## src/rtl/sc_stream_decoder.sv

```systemverilog
// sc_stream_decoder
//   Receive end of a stochastic-number link. Counts the ones in a serial
//   bitstream over a window of N = 2**WINDOW_LOG2 valid bits and returns the
//   result as a unipolar count (0..N) or as a bipolar signed value
//   (2*ones - N). The result is presented on a valid/ready output, and a
//   sticky flag records any result that was overwritten before it was taken.
//
//   Optional build macro: SC_DEC_INPUT_SYNC_EN
//     Defined   : sn_bit/sn_valid pass through 2-flop synchronizers
//                 (reset to 0, not affected by clear); latency is 3 clocks.
//     Undefined : inputs feed the counters directly; latency is 1 clock.
//
// Ports
//   clk          rising-edge clock
//   rst_n        asynchronous active-low reset
//   en           decoder enable; dropping it discards the partial window
//   clear        synchronous abort: flushes window, out_valid and overrun
//   bipolar      output mode, sampled at each window start
//   sn_bit       stochastic stream bit
//   sn_valid     qualifier for sn_bit
//   out_data     window result (RES_W = WINDOW_LOG2+2 bits)
//   out_valid    out_data holds an unconsumed result
//   out_ready    consumer accepts out_data when out_valid && out_ready
//   out_bipolar  mode the current out_data was computed in
//   overrun      sticky: a result was overwritten before being taken
//   busy         high while accumulating
module sc_stream_decoder #(
  parameter int unsigned WINDOW_LOG2 = 8
) (
  input  logic                   clk,
  input  logic                   rst_n,
  input  logic                   en,
  input  logic                   clear,
  input  logic                   bipolar,
  input  logic                   sn_bit,
  input  logic                   sn_valid,
  output logic [WINDOW_LOG2+1:0] out_data,
  output logic                   out_valid,
  input  logic                   out_ready,
  output logic                   out_bipolar,
  output logic                   overrun,
  output logic                   busy
);

  localparam int unsigned RES_W = WINDOW_LOG2 + 2;
  localparam int unsigned N     = 1 << WINDOW_LOG2;

  localparam logic [0:0] S_IDLE  = 1'b0;
  localparam logic [0:0] S_ACCUM = 1'b1;

  logic                   bit_in;
  logic                   val_in;

`ifdef SC_DEC_INPUT_SYNC_EN
  logic [1:0] bit_sync_q;
  logic [1:0] val_sync_q;

  always_ff @(posedge clk or negedge rst_n) begin
    if (!rst_n) begin
      bit_sync_q <= '0;
      val_sync_q <= '0;
    end else begin
      bit_sync_q <= {bit_sync_q[0], sn_bit};
      val_sync_q <= {val_sync_q[0], sn_valid};
    end
  end

  assign bit_in = bit_sync_q[1];
  assign val_in = val_sync_q[1];
`else
  assign bit_in = sn_bit;
  assign val_in = sn_valid;
`endif

  logic [0:0]             state_q,   state_d;
  logic [WINDOW_LOG2-1:0] bit_cnt_q, bit_cnt_d;
  logic [WINDOW_LOG2:0]   ones_q,    ones_d;
  logic                   mode_q,    mode_d;
  logic [RES_W-1:0]       data_q,    data_d;
  logic                   valid_q,   valid_d;
  logic                   obip_q,    obip_d;
  logic                   ovr_q,     ovr_d;

  logic [WINDOW_LOG2:0]   ones_tot;
  logic                   win_done;
  logic [RES_W-1:0]       result;

  // Total including the bit on this edge, so the last bit of a window is
  // folded into the result on the same edge that completes it.
  assign ones_tot = ones_q + {{WINDOW_LOG2{1'b0}}, bit_in & val_in};
  assign win_done = (state_q == S_ACCUM) && val_in && (bit_cnt_q == '1);
  assign result   = mode_q ? ({ones_tot, 1'b0} - RES_W'(N))
                           : {1'b0, ones_tot};

  always_comb begin
    state_d   = state_q;
    bit_cnt_d = bit_cnt_q;
    ones_d    = ones_q;
    mode_d    = mode_q;
    data_d    = data_q;
    valid_d   = valid_q;
    obip_d    = obip_q;
    ovr_d     = ovr_q;

    if (clear) begin
      bit_cnt_d = '0;
      ones_d    = '0;
      valid_d   = 1'b0;
      ovr_d     = 1'b0;
      mode_d    = bipolar;
      state_d   = en ? S_ACCUM : S_IDLE;
    end else begin
      if (valid_q && out_ready) begin
        valid_d = 1'b0;
      end

      case (state_q)
        S_IDLE: begin
          bit_cnt_d = '0;
          ones_d    = '0;
          mode_d    = bipolar;
          if (en) begin
            state_d = S_ACCUM;
          end
        end

        default: begin
          // A completing window is delivered even if en drops on that edge.
          if (win_done) begin
            data_d    = result;
            valid_d   = 1'b1;
            obip_d    = mode_q;
            if (valid_q && !out_ready) begin
              ovr_d = 1'b1;
            end
            bit_cnt_d = '0;
            ones_d    = '0;
            mode_d    = bipolar;
            state_d   = en ? S_ACCUM : S_IDLE;
          end else if (!en) begin
            bit_cnt_d = '0;
            ones_d    = '0;
            state_d   = S_IDLE;
          end else if (val_in) begin
            bit_cnt_d = bit_cnt_q + 1'b1;
            ones_d    = ones_tot;
          end
        end
      endcase
    end
  end

  always_ff @(posedge clk or negedge rst_n) begin
    if (!rst_n) begin
      state_q   <= S_IDLE;
      bit_cnt_q <= '0;
      ones_q    <= '0;
      mode_q    <= 1'b0;
      data_q    <= '0;
      valid_q   <= 1'b0;
      obip_q    <= 1'b0;
      ovr_q     <= 1'b0;
    end else begin
      state_q   <= state_d;
      bit_cnt_q <= bit_cnt_d;
      ones_q    <= ones_d;
      mode_q    <= mode_d;
      data_q    <= data_d;
      valid_q   <= valid_d;
      obip_q    <= obip_d;
      ovr_q     <= ovr_d;
    end
  end

  assign out_data    = data_q;
  assign out_valid   = valid_q;
  assign out_bipolar = obip_q;
  assign overrun     = ovr_q;
  assign busy        = (state_q == S_ACCUM);

endmodule

```

## config.mk

```make
export PLATFORM = sky130hd
export DESIGN_NAME = sc_stream_decoder
export DESIGN_NICKNAME = d
export VERILOG_FILES = /design/src/rtl/sc_stream_decoder.sv
export SDC_FILE = /design/constraint.sdc
export NUM_CORES = 1
export LEC_CHECK = 0
export ABC_AREA = 1
export CELL_PAD_IN_SITES_DETAIL_PLACEMENT = 0
export CELL_PAD_IN_SITES_GLOBAL_PLACEMENT = 1
export CORE_UTILIZATION = 43
export DETAILED_ROUTE_END_ITERATION = 12
export PLACE_DENSITY_LB_ADDON = 0.1
export SLEW_MARGIN = 20
export SYNTH_ARGS = -nofsm -noshare
export SYNTH_HDL_FRONTEND = slang
export SYNTH_SLANG_ARGS = --single-unit
```

## constraint.sdc

```tcl
create_clock -name clk -period 2.9 [get_ports clk]
set_clock_uncertainty 0.05 [all_clocks]
set_input_delay 0.29 -clock clk [delete_from_list [all_inputs] [get_ports clk]]
set_output_delay 0.29 -clock clk [all_outputs]
set_load 0.02 [all_outputs]
```

==> impl_metrics.env, run 1 <==
export IMPL_cpMostUsedCell="nand2_1"
export IMPL_wl_met1_um=1690
export IMPL_drc_errors=0
export IMPL_cts_resized=0
export IMPL_finalCritPeriodShare_pct=71.9
export IMPL_cts_tree="yes"
export IMPL_clk_latency_ps=280
export IMPL_grt_pass1_vias=1501
export IMPL_crit_arrival_ps=2200
export IMPL_dr_pass1_iters=4
export IMPL_syn_inst=218
export IMPL_syn_num_nets=229
export IMPL_post_cts_buffers=0
export IMPL_yosys_warnings=0
export IMPL_avgSynthCellArea_um2=7.74
export IMPL_dr_total_vias=1469
export IMPL_cts_num_sinks=32
export IMPL_relSlewSlack_pct=72.8
export IMPL_cts_root_buf="clkbuf_8"
export IMPL_crit_path_max_fanout=7
export IMPL_pwr_density_cell_nw_per_um2=417
export IMPL_antenna_cells=0
export IMPL_min_period_ps=2080
export IMPL_p_sw_uw=188
export IMPL_reg2reg_slack_ps=1190
export IMPL_route_final_wire_length_um=3660
export IMPL_gp_congestion=0.813
export IMPL_nNetsFinal=255
export IMPL_criticalPathCategory="in2reg"
export IMPL_initial_utilization_pct=45.4
export IMPL_critPathRequiredTime_ps=3020
export IMPL_top_layer_used="met4"
export IMPL_synthToLayoutAreaGrowth_pct=20.5
export IMPL_worst_setup_path_end_kind="flop"
export IMPL_worstHoldPathType="in2async"
export IMPL_final_common_cell="nand2_1"
export IMPL_overflow=0
export IMPL_antenna_found_initial=0
export IMPL_tightest_slew_ps=408
export IMPL_rsz0062_at_grt="false"
export IMPL_drive_above_1_share_pct=6.12
export IMPL_cp_start_kind="primary input"
export IMPL_status="completed"
export IMPL_viasPerCell=5.01
export IMPL_ys_ff_latch=32
export IMPL_maxCapViolCount=0
export IMPL_max_stage_delay_ps=620
export IMPL_rr_endpoint="bit_cnt_q[1]$_DFFE_PN0P_"
export IMPL_r2r_start="bit_cnt_q[0]$_DFFE_PN0P_"
export IMPL_crit_chain="clkdlybuf4s50_1 > nand2_1 > inv_1 > ha_1 > ha_1 > nand2_1 > nor2_1 > nand3_1 > nand2_1 > nand2_1 > nand3_1 > nand2_1"
export IMPL_fin_tns_setup_ps=0
export IMPL_fmax_mhz=480
export IMPL_rows=22
export IMPL_core_um2=3720
export IMPL_route_met2_wl_um=1800
export IMPL_slew_violations=0
export IMPL_gr_usage_all_layers_pct=21.1
export IMPL_detail_route_antenna_nets=0
export IMPL_grt_pass1_wl_um=6640
export IMPL_r2r_cells=6
export IMPL_cts_buffer_depth=2
export IMPL_grt_max_degree=33
export IMPL_clockPowerShare_pct=41.0
export IMPL_drtIter0Drc=42
export IMPL_dpl_cell_area_um2=1940
export IMPL_fin_area_um2=2030
export IMPL_htreeDepth=2
export IMPL_die_area_um2=4180
export IMPL_ys_seq_area_share_pct=47.5
export IMPL_irDropWorstVdd_mv=0.365
export IMPL_setup_violations=0
export IMPL_hpwl_um=2650
export IMPL_path_clk_slew_ps=70
export IMPL_die_w_um=64.6
export IMPL_numPortBuffers=21
export IMPL_sequentialPowerShare_pct=53.4
export IMPL_wl_per_cell_um=12.5
export IMPL_dieHeight_um=64.6
export IMPL_p_sw_share_pct=22.2
export IMPL_total_power_uw=847
export IMPL_cellLeakagePower_uw=0.000953
export IMPL_synth_cell_types=25
export IMPL_comb_power_share_pct=5.6
export IMPL_hold_viol_final=0
export IMPL_synth_area_um2=1690
export IMPL_cts_made_buffers=5
export IMPL_wl_met3_um=121
export IMPL_final_cell_mix="nand2_1 (70), dfrtp_1 (32), inv_1 (23), nand3_1 (23)"
export IMPL_placed_cells=285
export IMPL_fin_util_pct=54.7
export IMPL_p_int_uw=659
export IMPL_critPathSlowestCell="clkdlybuf4s50_1"
export IMPL_cts_hold_fix_buffers=0
export IMPL_final_cells=293
export IMPL_ios=22
-- sequential cells by signal, indices dropped and copies added, names as in the netlist --
signal and flops:
busy 1, out_bipolar 1, mode_q 1, overrun 1, bit_cnt_q 8, ones_q 9
out_data 10, out_valid 1
-- through the flow --
step                      setup slack [ps]  hold slack (ps)
after detailed placement               560              422
after global placement                 643              416
after floorplan                       1440            -55.6
final                                  816              360
after CTS                              843              376
after global routing                   599              423
-- kinds of logic (layout without fill, tap and decap cells) --
group           after synthesis  after routing  share of synthesized area, %
compound gates               27             27                          8.38
xor+xnor                      4              4                          2.08
fa+ha+maj                     3              3                          2.23
buf+inv                      27             54                          6.75
flops                        32             32                          47.5
simple gates                125            125                          33.1
-- power by group through the flow --
| stage | Combinational (uW) | Sequential (uW) | Clock [uW] |
|---|---|---|---|
| 2_1_floorplan | 19.4 | 461 | 0 |
| 3_3_place_gp | 47.3 | 460 | 0 |
| 3_5_place_dp | 47.8 | 460 | 0 |
| 4_1_cts | 48.2 | 452 | 357 |
| 5_1_grt | 54.6 | 453 | 376 |
| 6_report | 47.5 | 452 | 348 |
-- worst max-delay path by stage --
stage | startpoint | slack [ps] | end
floorplan | ones_q[0]$_DFFE_PN0P_ | 1440 | out_data[5]$_DFFE_PN0P_
global placement | sn_valid | 640 | out_data[9]$_DFFE_PN0P_
detailed placement | sn_valid | 560 | out_data[9]$_DFFE_PN0P_
CTS | sn_valid | 840 | out_data[9]$_DFFE_PN0P_
global route | sn_valid | 600 | out_data[9]$_DFFE_PN0P_
finish | sn_valid | 820 | out_data[9]$_DFFE_PN0P_
-- worst max-delay path, delay by kind of cell --
kind	cells	cell delay (ps)
adder cells (fa/ha/maj)	2	400
AND/OR/NAND/NOR	8	810
buffers and inverters	2	690
-- synth_stat cells --
master,instances,area [um^2]
ha_1,3,37.5
nor2_2,1,6.26
nand2_1,70,263
o21ai_0,18,90.1
nand3_1,23,115
clkbuf_1,1,3.75
o211ai_1,1,7.51
o21bai_1,1,7.51
buf_4,1,7.51
dfrtp_1,32,801
nand4_2,1,12.5
nand4_1,3,18.8
clkinv_2,1,5.00
a21oi_1,2,10.0
buf_6,1,11.3
o21ai_1,4,20.0
xnor2_1,1,8.76
xor2_1,3,26.3
nor2_4,2,22.5
nand3b_1,1,7.51
nand4_4,1,21.3
inv_1,23,86.3
nand2_2,2,12.5
o22ai_1,1,6.26
nor2_1,21,78.8
-- routing by layer --
layer  global-route usage [%]  vias up
li1                         -      748
met1                     24.9      689
met2                     38.0       27
met3                     4.93        5
met4                     5.83        0
met5                        0        -
-- cell type report --
cell class              count  area, um^2
flip-flops and latches     32         801
inverters                  24        91.3
clock buffers               8        90.1
multi-input cells         159         772
well taps                  48        60.1
repair buffers             22         218
fillers                   374        1680
Power figures use the tool's default switching activity.
==> run 2, diff against run 1 <==
--- a/config.mk
+++ b/config.mk
@@ -8,7 +8,7 @@
 export ABC_AREA = 1
 export CELL_PAD_IN_SITES_DETAIL_PLACEMENT = 0
 export CELL_PAD_IN_SITES_GLOBAL_PLACEMENT = 1
-export CORE_UTILIZATION = 43
+export CORE_UTILIZATION = 40
 export DETAILED_ROUTE_END_ITERATION = 12
 export PLACE_DENSITY_LB_ADDON = 0.1
 export SLEW_MARGIN = 20
==> constraint.sdc (replaced) <==
create_clock -name clk -period 2 [get_ports clk]
set_clock_uncertainty 0.05 [all_clocks]
set_input_delay 0.2 -clock clk [delete_from_list [all_inputs] [get_ports clk]]
set_output_delay 0.2 -clock clk [all_outputs]
set_load 0.02 [all_outputs]
==> run 2 against run 1 <==
Die area is 7.3% higher; global-route usage fell by 1.2 points; cell area rose by 3.1%; combinational power up 56%; non-clock buffer count rose by 8; first-iteration DRC count rose by 2.4%; clock power increased by 45%; via count up 0.88%; critical endpoint is now out_data[5]$_DFFE_PN0P_; largest power group unchanged; highest routed layer unchanged.
==> impl_metrics.env, run 2 (same netlist as run 1, synthesis figures left out) <==
export IMPL_cts_buffer_depth=2
export IMPL_hold_viol_final=0
export IMPL_rows=23
export IMPL_rsz0062_at_grt="false"
export IMPL_post_place_ws_ps=-68.9
export IMPL_grt_max_degree=33
export IMPL_comb_power_share_pct=6.0
export IMPL_status="completed"
export IMPL_viasPerCell=4.89
export IMPL_p_sw_uw=275
export IMPL_final_common_cell="nand2_1"
export IMPL_hpwl_um=2790
export IMPL_dieHeight_um=66.9
export IMPL_cts_hold_fix_buffers=0
export IMPL_post_cts_buffers=0
export IMPL_relSlewSlack_pct=72.3
export IMPL_initial_utilization_pct=41.9
export IMPL_placed_cells=295
export IMPL_critPathSlowestCell="clkdlybuf4s50_1"
export IMPL_detail_route_antenna_nets=0
export IMPL_route_final_wire_length_um=3730
export IMPL_criticalPathCategory="in2reg"
export IMPL_irDropWorstVdd_mv=0.382
export IMPL_fmax_mhz=581
export IMPL_gp_congestion=0.870
export IMPL_cts_num_sinks=32
export IMPL_finalCritPeriodShare_pct=86.1
export IMPL_grt_pass1_wl_um=6490
export IMPL_core_um2=4030
export IMPL_dr_pass1_iters=4
export IMPL_pwr_density_cell_nw_per_um2=590
export IMPL_cp_start_kind="primary input"
export IMPL_p_int_uw=961
export IMPL_crit_chain="clkdlybuf4s50_1 > nand2_1 > inv_1 > ha_1 > ha_1 > nand3_1 > xor2_1 > nand2_1 > nand3_1 > nand2_1"
export IMPL_cts_resized=0
export IMPL_grt_pass1_vias=1487
export IMPL_drc_errors=0
export IMPL_numPortBuffers=21
export IMPL_cpMostUsedCell="nand2_1"
export IMPL_wl_per_cell_um=12.3
export IMPL_overflow=0
export IMPL_slew_violations=0
export IMPL_final_cells=303
export IMPL_cts_root_buf="clkbuf_8"
export IMPL_sequentialPowerShare_pct=53.1
export IMPL_worst_setup_path_end_kind="flop"
export IMPL_setup_violations=0
export IMPL_fin_ws_ps=278
export IMPL_largest_reg_flops=10
export IMPL_cellLeakagePower_uw=0.000993
export IMPL_die_w_um=66.9
export IMPL_cts_made_buffers=5
export IMPL_htreeDepth=2
export IMPL_maxCapViolCount=0
export IMPL_clockPowerShare_pct=40.9
export IMPL_min_period_ps=1720
export IMPL_crit_path_max_fanout=3
export IMPL_drive_above_1_share_pct=9.09
export IMPL_dr_total_vias=1482
export IMPL_antenna_cells=0
export IMPL_crit_arrival_ps=1850
export IMPL_worstHoldPathType="in2async"
export IMPL_tightest_slew_ps=416
export IMPL_gr_usage_all_layers_pct=19.9
export IMPL_synthToLayoutAreaGrowth_pct=24.2
export IMPL_critPathRequiredTime_ps=2130
export IMPL_nNetsFinal=263
export IMPL_reg2reg_slack_ps=310
export IMPL_drtIter0Drc=43
export IMPL_cts_tree="yes"
export IMPL_final_cell_mix="nand2_1 (70), dfrtp_1 (32), inv_1 (23), nand3_1 (23)"
export IMPL_max_stage_delay_ps=470
export IMPL_ios=22
export IMPL_clk_latency_ps=280
export IMPL_p_sw_share_pct=22.2
export IMPL_die_area_um2=4480
export IMPL_path_clk_slew_ps=70
export IMPL_antenna_found_initial=0
==> run 2: per-stage QoR <==
stage	hold WS [ps]	utilization [%]	total power (uW)	TNS, ps	instance area [um^2]
detailed placement	423	49.8	744	-147	2000
floorplan	-146	-	696	0	1690
global placement	418	49.8	743	-126	2000
CTS	281	52.0	1260	0	2090
global route	304	52.0	1290	0	2090
finish	262	52.0	1240	0	2090
==> run 2: critical path: cells and delay by family <==
family	cells	cell delay, ps
adder cells (fa/ha/maj)	2	370
AND/OR/NAND/NOR	5	450
XOR/XNOR	1	300
buffers and inverters	2	520
==> run 2: power groups by stage <==
| stage | logic [uW] | registers (uW) | clock network [uW] |
|---|---|---|---|
| floorplan | 28.2 | 668 | 0 |
| global placement | 75.1 | 668 | 0 |
| detailed placement | 75.7 | 668 | 0 |
| CTS | 76.0 | 656 | 524 |
| global route | 85.2 | 656 | 552 |
| finish | 74.2 | 656 | 506 |
==> run 2: final timing paths <==
check | start | end | cells past startpoint
setup reg to reg | bit_cnt_q[0]$_DFFE_PN0P_ | out_data[4]$_DFFE_PN0P_ | 7
setup / recovery | sn_valid | out_data[5]$_DFFE_PN0P_ | 10
min in group clk | clear | overrun$_DFFE_PN0P_ | 2
max in group asynchronous | rst_n | busy$_DFF_PN0_ | 2
hold / removal | rst_n | out_data[8]$_DFFE_PN0P_ | 2
hold reg to reg | out_data[5]$_DFFE_PN0P_ | out_data[5]$_DFFE_PN0P_ | 2
==> run 2: final cells by class <==
type                       count  area [um^2]
tap                           50         62.6
sequential                    32          801
clock buffer                   8         90.1
multi-input combinational    159          772
fill                         391         1930
inverter                      24         91.3
timing repair buffer          30          278
==> run 2: metal layers <==
metal	track usage (%)	vias up	part of all wire, %	wire length [um]
met3	5.65	4	3.3	122
li1	-	767	-	-
met1	21.5	688	45	1680
met4	6.38	0	0.96	36
met2	36.7	23	51	1900
met5	0	-	0	0
